### src/rtl/pingpong_pkg.sv
// Constants and types shared by the ping-pong splitter and merger.
package pingpong_pkg;

  localparam int unsigned CNT_W = 32;

  typedef logic [CNT_W-1:0] cnt_t;

  typedef enum logic {
    SEL1 = 1'b0,
    SEL2 = 1'b1
  } pp_sel_e;

  // A configured size of zero behaves as one.
  function automatic cnt_t eff_size(input cnt_t v);
    return (v == '0) ? cnt_t'(1) : v;
  endfunction

endpackage

### src/rtl/pingpong_merger_if.sv
// One AXI-Stream channel (data, keep, last, valid/ready).
interface pingpong_merger_if #(
  parameter  int unsigned DW = 512,
  localparam int unsigned KW = DW / 8
);
  logic [DW-1:0] tdata;
  logic [KW-1:0] tkeep;
  logic          tlast;
  logic          tvalid;
  logic          tready;

  modport master (output tdata, tkeep, tlast, tvalid, input tready);
  modport slave  (input tdata, tkeep, tlast, tvalid, output tready);
endinterface

### src/rtl/axis_skid_buffer.sv
// Two-entry AXI-Stream register slice; upstream ready comes straight from a flop.
module axis_skid_buffer #(
  parameter  int unsigned DW = 512,
  localparam int unsigned KW = DW / 8
) (
  input  logic          clk,
  input  logic          rst,
  input  logic [DW-1:0] in_tdata,
  input  logic [KW-1:0] in_tkeep,
  input  logic          in_tlast,
  input  logic          in_tvalid,
  output logic          in_tready,
  output logic [DW-1:0] out_tdata,
  output logic [KW-1:0] out_tkeep,
  output logic          out_tlast,
  output logic          out_tvalid,
  input  logic          out_tready
);

  typedef struct packed {
    logic [DW-1:0] data;
    logic [KW-1:0] keep;
    logic          last;
  } beat_t;

  beat_t out_q, out_d, skid_q, skid_d, in_beat;
  logic  out_valid_q, out_valid_d;
  logic  skid_valid_q, skid_valid_d;
  logic  ready_q, ready_d;
  logic  in_fire;

  always_comb begin
    out_d        = out_q;
    out_valid_d  = out_valid_q;
    skid_d       = skid_q;
    skid_valid_d = skid_valid_q;
    in_beat      = '{data: in_tdata, keep: in_tkeep, last: in_tlast};
    in_fire      = in_tvalid && ready_q;
    if (!out_valid_q || out_tready) begin
      // Output slot frees up: drain the skid entry first to keep order.
      if (skid_valid_q) begin
        out_d        = skid_q;
        out_valid_d  = 1'b1;
        skid_valid_d = 1'b0;
      end else begin
        out_valid_d = in_fire;
        if (in_fire) out_d = in_beat;
      end
    end else if (in_fire) begin
      skid_d       = in_beat;
      skid_valid_d = 1'b1;
    end
    ready_d = !skid_valid_d;
  end

  always_ff @(posedge clk or posedge rst) begin
    if (rst) begin
      out_q        <= '0;
      out_valid_q  <= 1'b0;
      skid_q       <= '0;
      skid_valid_q <= 1'b0;
      ready_q      <= 1'b0;
    end else begin
      out_q        <= out_d;
      out_valid_q  <= out_valid_d;
      skid_q       <= skid_d;
      skid_valid_q <= skid_valid_d;
      ready_q      <= ready_d;
    end
  end

  assign in_tready  = ready_q;
  assign out_tdata  = out_q.data;
  assign out_tkeep  = out_q.keep;
  assign out_tlast  = out_q.last;
  assign out_tvalid = out_valid_q;

endmodule

### src/rtl/pingpong_merger.sv
// Merges the two ping-pong lanes back into one stream, group by group,
// regenerating TLAST from a beat counter and flagging inconsistent input TLAST.
module pingpong_merger
  import pingpong_pkg::*;
#(
  parameter int unsigned DW = 512
) (
  input  logic                     clk,
  input  logic                     reset,
  input  logic [CNT_W-1:0]         PACKET_SIZE,
  input  logic [CNT_W-1:0]         PP_GROUP,
  pingpong_merger_if.slave         axis_in1,
  pingpong_merger_if.slave         axis_in2,
  pingpong_merger_if.master        axis_out,
  output logic                     LAST_ERR
);

  localparam int unsigned KW = DW / 8;

  pp_sel_e       state_q, state_d;
  cnt_t          beat_cnt_q, beat_cnt_d;
  cnt_t          pkt_cnt_q, pkt_cnt_d;
  cnt_t          psize_q, psize_d;
  cnt_t          gsize_q, gsize_d;
  logic          last_err_q, last_err_d;

  logic          skid_ready;
  logic          sel_valid, sel_last, fire;
  logic [DW-1:0] sel_data;
  logic [KW-1:0] sel_keep;
  logic          group_start, beat_last;
  cnt_t          cur_psize, cur_gsize;

  // Lane select: only the active lane ever sees ready.
  always_comb begin
    sel_valid = axis_in1.tvalid;
    sel_data  = axis_in1.tdata;
    sel_keep  = axis_in1.tkeep;
    sel_last  = axis_in1.tlast;
    if (state_q == SEL2) begin
      sel_valid = axis_in2.tvalid;
      sel_data  = axis_in2.tdata;
      sel_keep  = axis_in2.tkeep;
      sel_last  = axis_in2.tlast;
    end
    fire = sel_valid && skid_ready;
  end

  assign axis_in1.tready = skid_ready && (state_q == SEL1);
  assign axis_in2.tready = skid_ready && (state_q == SEL2);

  // Beat/packet counting and lane switching; sizes are sampled at group start.
  always_comb begin
    state_d     = state_q;
    beat_cnt_d  = beat_cnt_q;
    pkt_cnt_d   = pkt_cnt_q;
    psize_d     = psize_q;
    gsize_d     = gsize_q;
    last_err_d  = 1'b0;
    group_start = (beat_cnt_q == '0) && (pkt_cnt_q == '0);
    cur_psize   = group_start ? eff_size(PACKET_SIZE) : psize_q;
    cur_gsize   = group_start ? eff_size(PP_GROUP) : gsize_q;
    beat_last   = (beat_cnt_q == cur_psize - cnt_t'(1));
    if (fire) begin
      last_err_d = (sel_last != beat_last);
      if (group_start) begin
        psize_d = cur_psize;
        gsize_d = cur_gsize;
      end
      if (beat_last) begin
        beat_cnt_d = '0;
        if (pkt_cnt_q == cur_gsize - cnt_t'(1)) begin
          pkt_cnt_d = '0;
          state_d   = (state_q == SEL1) ? SEL2 : SEL1;
        end else begin
          pkt_cnt_d = pkt_cnt_q + cnt_t'(1);
        end
      end else begin
        beat_cnt_d = beat_cnt_q + cnt_t'(1);
      end
    end
  end

  always_ff @(posedge clk or posedge reset) begin
    if (reset) begin
      state_q    <= SEL1;
      beat_cnt_q <= '0;
      pkt_cnt_q  <= '0;
      psize_q    <= '0;
      gsize_q    <= '0;
      last_err_q <= 1'b0;
    end else begin
      state_q    <= state_d;
      beat_cnt_q <= beat_cnt_d;
      pkt_cnt_q  <= pkt_cnt_d;
      psize_q    <= psize_d;
      gsize_q    <= gsize_d;
      last_err_q <= last_err_d;
    end
  end

  assign LAST_ERR = last_err_q;

  axis_skid_buffer #(.DW(DW)) u_out_slice (
    .clk        (clk),
    .rst        (reset),
    .in_tdata   (sel_data),
    .in_tkeep   (sel_keep),
    .in_tlast   (beat_last),
    .in_tvalid  (sel_valid),
    .in_tready  (skid_ready),
    .out_tdata  (axis_out.tdata),
    .out_tkeep  (axis_out.tkeep),
    .out_tlast  (axis_out.tlast),
    .out_tvalid (axis_out.tvalid),
    .out_tready (axis_out.tready)
  );

endmodule

### src/flat_wrapper.sv
// flat-port wrapper written by rule: the top's interface ports become plain ports
module pingpong_merger_flat import pingpong_pkg::*;
#(
  parameter int unsigned DW = 512
)
  (clk, reset, PACKET_SIZE, PP_GROUP, LAST_ERR, axis_in1_tdata, axis_in1_tkeep, axis_in1_tlast, axis_in1_tvalid, axis_in1_tready, axis_in2_tdata, axis_in2_tkeep, axis_in2_tlast, axis_in2_tvalid, axis_in2_tready, axis_out_tdata, axis_out_tkeep, axis_out_tlast, axis_out_tvalid, axis_out_tready);
  pingpong_merger_if #(.DW(DW)) axis_in1_i ();
  pingpong_merger_if #(.DW(DW)) axis_in2_i ();
  pingpong_merger_if #(.DW(DW)) axis_out_i ();
  input  logic clk;
  input  logic reset;
  input  logic [CNT_W-1:0] PACKET_SIZE;
  input  logic [CNT_W-1:0] PP_GROUP;
  output logic LAST_ERR;
  input wire logic [$bits(axis_in1_i.tdata)-1:0] axis_in1_tdata;
  input wire logic [$bits(axis_in1_i.tkeep)-1:0] axis_in1_tkeep;
  input wire logic [$bits(axis_in1_i.tlast)-1:0] axis_in1_tlast;
  input wire logic [$bits(axis_in1_i.tvalid)-1:0] axis_in1_tvalid;
  output wire logic [$bits(axis_in1_i.tready)-1:0] axis_in1_tready;
  input wire logic [$bits(axis_in2_i.tdata)-1:0] axis_in2_tdata;
  input wire logic [$bits(axis_in2_i.tkeep)-1:0] axis_in2_tkeep;
  input wire logic [$bits(axis_in2_i.tlast)-1:0] axis_in2_tlast;
  input wire logic [$bits(axis_in2_i.tvalid)-1:0] axis_in2_tvalid;
  output wire logic [$bits(axis_in2_i.tready)-1:0] axis_in2_tready;
  output wire logic [$bits(axis_out_i.tdata)-1:0] axis_out_tdata;
  output wire logic [$bits(axis_out_i.tkeep)-1:0] axis_out_tkeep;
  output wire logic [$bits(axis_out_i.tlast)-1:0] axis_out_tlast;
  output wire logic [$bits(axis_out_i.tvalid)-1:0] axis_out_tvalid;
  input wire logic [$bits(axis_out_i.tready)-1:0] axis_out_tready;
  assign axis_in1_i.tdata = axis_in1_tdata;
  assign axis_in1_i.tkeep = axis_in1_tkeep;
  assign axis_in1_i.tlast = axis_in1_tlast;
  assign axis_in1_i.tvalid = axis_in1_tvalid;
  assign axis_in1_tready = axis_in1_i.tready;
  assign axis_in2_i.tdata = axis_in2_tdata;
  assign axis_in2_i.tkeep = axis_in2_tkeep;
  assign axis_in2_i.tlast = axis_in2_tlast;
  assign axis_in2_i.tvalid = axis_in2_tvalid;
  assign axis_in2_tready = axis_in2_i.tready;
  assign axis_out_tdata = axis_out_i.tdata;
  assign axis_out_tkeep = axis_out_i.tkeep;
  assign axis_out_tlast = axis_out_i.tlast;
  assign axis_out_tvalid = axis_out_i.tvalid;
  assign axis_out_i.tready = axis_out_tready;
  pingpong_merger #(.DW(DW)) u_core (.clk(clk), .reset(reset), .PACKET_SIZE(PACKET_SIZE), .PP_GROUP(PP_GROUP), .axis_in1(axis_in1_i), .axis_in2(axis_in2_i), .axis_out(axis_out_i), .LAST_ERR(LAST_ERR));
endmodule
### config.mk
export PLATFORM = sky130hd
export DESIGN_NAME = pingpong_merger_flat
export DESIGN_NICKNAME = d
export VERILOG_FILES = /design/src/rtl/pingpong_pkg.sv /design/src/rtl/pingpong_merger_if.sv /design/src/rtl/axis_skid_buffer.sv /design/src/rtl/pingpong_merger.sv /design/src/flat_wrapper.sv
export SDC_FILE = /design/constraint.sdc
export NUM_CORES = 2
export LEC_CHECK = 0
export CORE_AREA = 5 5 696 698
export DETAILED_ROUTE_END_ITERATION = 7
export DIE_AREA = 0 0 701 703
export SLEW_MARGIN = 25
export SYNTH_ARGS = -nofsm -noshare
export SYNTH_HDL_FRONTEND = slang
export SYNTH_HIERARCHICAL = 1
export SYNTH_SLANG_ARGS = --single-unit
### constraint.sdc
create_clock -name clk -period 45.8 [get_ports clk]
set_clock_uncertainty 0.05 [all_clocks]
set_input_delay 4.58 -clock clk [delete_from_list [all_inputs] [get_ports clk]]
set_output_delay 4.58 -clock clk [all_outputs]
set_load 0.005 [all_outputs]
==> impl_metrics.csv <==
group,metric,value,unit
critical_path,regToRegSetupSlack,38.35,ns
logic_synthesis,yosys_warnings,6,
drt,wirelength,437,mm
power_and_ir_drop,power_density,44.2,mW/mm^2
min_path,hold_class,"flip-flop to flip-flop",
clock_network,clk_latency,0.88,ns
logic_synthesis,avgSynthCellArea,11.8,sq um
critical_path,criticalPathCategory,"input port to async pin",
sta,period_minus_slack,10.10,ns
clock_network,htreeDepth,4,
global_route,track_usage,16.8,%
critical_path,r2r_cells,21,
drt,dr.first_iter.drc_count,4375,
clock_network,postCtsSetupBuffers,0,
logic_synthesis,synth_edf_count,0,
floorplanning,core-area,0.477,sq mm
clock_network,cts_tree,"yes",
global_route,antenna_found_initial,262,
clock_network,clkSinkCount,1287,
critical_path,crit_path_frequent_cell,"buf_4",
drt,wire_per_inst,31.0,um
critical_path,slowest_delay,0.79,ns
sta,fin_tns_setup,0,ns
logic_synthesis,synth-async-reset-ratio,100,%
sta,worst_pin_slew,1.09,ns
final_layout,nFillCells,51900,
floorplanning,die_area,0.493,sq mm
logic_synthesis,syn_area,0.0687,sq mm
placement,portBuffers,1803,
floorplanning,die_y,703,um
floorplanning,start_util,14.4,%
drt,route.vias.total,56300,
critical_path,endpoint_kind,"async pin",
power_and_ir_drop,peakVddDrop,0.0297,mV
global_route,grt_max_degree,152,
critical_path,crit_path_cell_trace,"clkdlybuf4s50_1 -> inv_8 -> buf_4 -> buf_4 -> buf_4 -> buf_4 -> buf_4 -> buf_4 -> buf_4",
critical_path,crit_required,46.59,ns
final_layout,final_cell_mix,"clkdlybuf4s50_1, dfrtp_1, o21ai_1",
critical_path,crit_fanout,105,
logic_synthesis,synth-seq-cells,1287,
min_path,hold_end,"u_core/u_out_slice/skid_q[515]",
clock_network,clk_pin_slew_worst_paths,0.06,ns
clock_network,cts_resized,0,
global_route,grt_first_pass_wirelength,559,mm
clock_network,holdBufCountCts,0,
logic_synthesis,ys_types,84,
drt,drt-pass1-iter-count,6,
floorplanning,fp-row-count,254,
power_and_ir_drop,seqPwrFrac,37.1,%
critical_path,crit_slowest_cell,"buf_4",
logic_synthesis,ys.flop_type,"dfrtp_1",
placement,hpwl,360,mm
critical_path,arrival,10.89,ns
sta,slew_headroom,26.4,%
min_path,hold-path-cell-count,1,
final_layout,nets,8647,
floorplanning,die_x,701,um
power_and_ir_drop,pwr-share-comb,31.3,%
drt,ant_nets,0,
power_and_ir_drop,switching_share,33.5,%
logic_synthesis,synth_fp_nets,7064,
sta,fmax,99.0,MHz
final_layout,area_delta_synth_final,44.3,%
sta,hold_viol,0,
logic_synthesis,ys_seq_area_share,46.9,%
critical_path,rr_endpoint,"u_core/pkt_cnt_q[11]",
sta,rsz0062_at_grt,"no",
power_and_ir_drop,p_sw,0.00147,W
floorplanning,io_pins,1804,
sta,slew_violations,0,
min_path,worstHoldStart,"u_core/u_out_slice/skid_q[515]",
power_and_ir_drop,p_int,0.00291,W
critical_path,r2r-start,"u_core/beat_cnt_q[0]",
status,outcome,"finished, final reports clean",
critical_path,cp-start-kind,"input port",
drt,post_drt_via_cell_ratio,3.99,
drt,drc_errors,0,
final_layout,final_layout_size_suffix_gt1_share,20.5,%
final_layout,layout_commonest_cell,"clkdlybuf4s50_1",
clock_network,clock_path_buffers,4,
critical_path,cp.buffers_inverters,9,
power_and_ir_drop,p_clk_share,31.6,%
run,drv_cap,0,
sta,min_period_over_period,22.1,%
power_and_ir_drop,power.leakage,39.1,nW
placement,place.gp.congestion,1.02,
clock_network,root_buffer,"clkbuf_16",
critical_path,critPathTopFamily,"buffers and inverters",
global_route,grt_pass1_vias,56200,
global_route,grt.overflow.total,0,
clock_network,numCtsBuffers,161,
logic_synthesis,netlist_instances,5835,
sta,setup_viol,0,
power_and_ir_drop,power,0.00438,W
## final cells by class
class | instances | area (sq um) | area share [%]
Clock buffer | 223 | 4640 | 4.68
Timing Repair Buffer | 1903 | 18900 | 19.0
Inverter | 21 | 88.8 | 0.0896
Antenna cell | 171 | 428 | 0.432
Sequential cell | 1287 | 32200 | 32.5
Multi-Input combinational cell | 4044 | 33900 | 34.2
Tap cell | 6400 | 8010 | 8.08
Clock inverter | 65 | 957 | 0.966
## synthesized netlist by cell type, drive strengths merged, types with 52 or more instances
master / number / share of area, %
clkbuf: 273 / 1.5
buf: 210 / 2.2
xnor2: 98 / 1.3
nand2: 263 / 1.4
o21ai: 1199 / 8.7
mux2: 1161 / 22
nor2: 103 / 0.56
nor3: 60 / 0.44
nor4: 64 / 0.69
mux2i: 630 / 9.2
nand3: 52 / 0.38
xor2: 53 / 0.68
dfrtp: 1287 / 47
## power groups by stage
stage | Sequential, W | Combinational [W] | Clock [W]
after floorplan | 0.00159 | 0.000546 | 0
after global placement | 0.00162 | 0.00138 | 0
after detailed placement | 0.00163 | 0.00139 | 0
final | 0.00162 | 0.00137 | 0.00138
after global routing | 0.00165 | 0.00146 | 0.00146
after CTS | 0.00162 | 0.00140 | 0.00142
## layer usage
| metal | vias up | GRT usage (%) | routed length (um) | share of wire, % |
|---|---|---|---|---|
| li1 | 24500 | - | - | - |
| met1 | 28600 | 19.8 | 170000 | 39 |
| met2 | 2478 | 24.9 | 189000 | 43 |
| met3 | 722 | 7.07 | 46000 | 11 |
| met4 | 50 | 11.2 | 32000 | 7.3 |
| met5 | - | 0 | 328 | 0.075 |
## kinds of logic (layout without fill, tap and decap cells)
family	count (synthesis)	after routing	share of synthesized area, %
multiplexers	1791	1791	31.1
flip-flops	1287	1287	46.9
other	0	171	0
adder cells (fa/ha/maj)	6	6	0.109
AND/OR/NAND/NOR	743	743	5.62
buffers and inverters	504	2212	3.84
AO/OA/AOI/OAI	1353	1353	10.5
XOR/XNOR	151	151	1.94
## flip-flops by register name (all words and copies together) (netlist names), 32 cells and up
name,count
u_core/u_out_slice/out_tdata,512
u_core/u_out_slice/out_tkeep,64
u_core/u_out_slice/skid_q,577
u_core/pkt_cnt_q,32
u_core/psize_q,32
u_core/gsize_q,32
u_core/beat_cnt_q,32
## through the flow
stage	std cells	setup WS (ns)	utilization (%)	hold WS, ns	area (sq um)
after floorplan	5835	8.58	-	0.388	68700
after global placement	13700	34.54	19.5	0.402	93100
after CTS	13900	35.43	20.7	0.437	98700
after global routing	14100	34.78	20.7	0.450	99000
after detailed placement	13700	34.47	19.5	0.419	93100
final	14100	35.70	20.8	0.441	99100
## worst max path at each step
stage,startpoint,endpoint,slack [ns],depth (start not counted)
2_1_floorplan,reset,u_core/u_out_slice/in_tready,8.58,1
3_3_place_gp,reset,u_core/u_out_slice/out_tdata[296],34.54,9
3_5_place_dp,reset,u_core/u_out_slice/out_tdata[296],34.47,9
4_1_cts,reset,u_core/u_out_slice/skid_q[361],35.43,9
5_1_grt,reset,u_core/u_out_slice/out_tdata[291],34.78,9
6_report,reset,u_core/u_out_slice/out_tdata[291],35.70,9
Power figures use the tool's default switching activity.
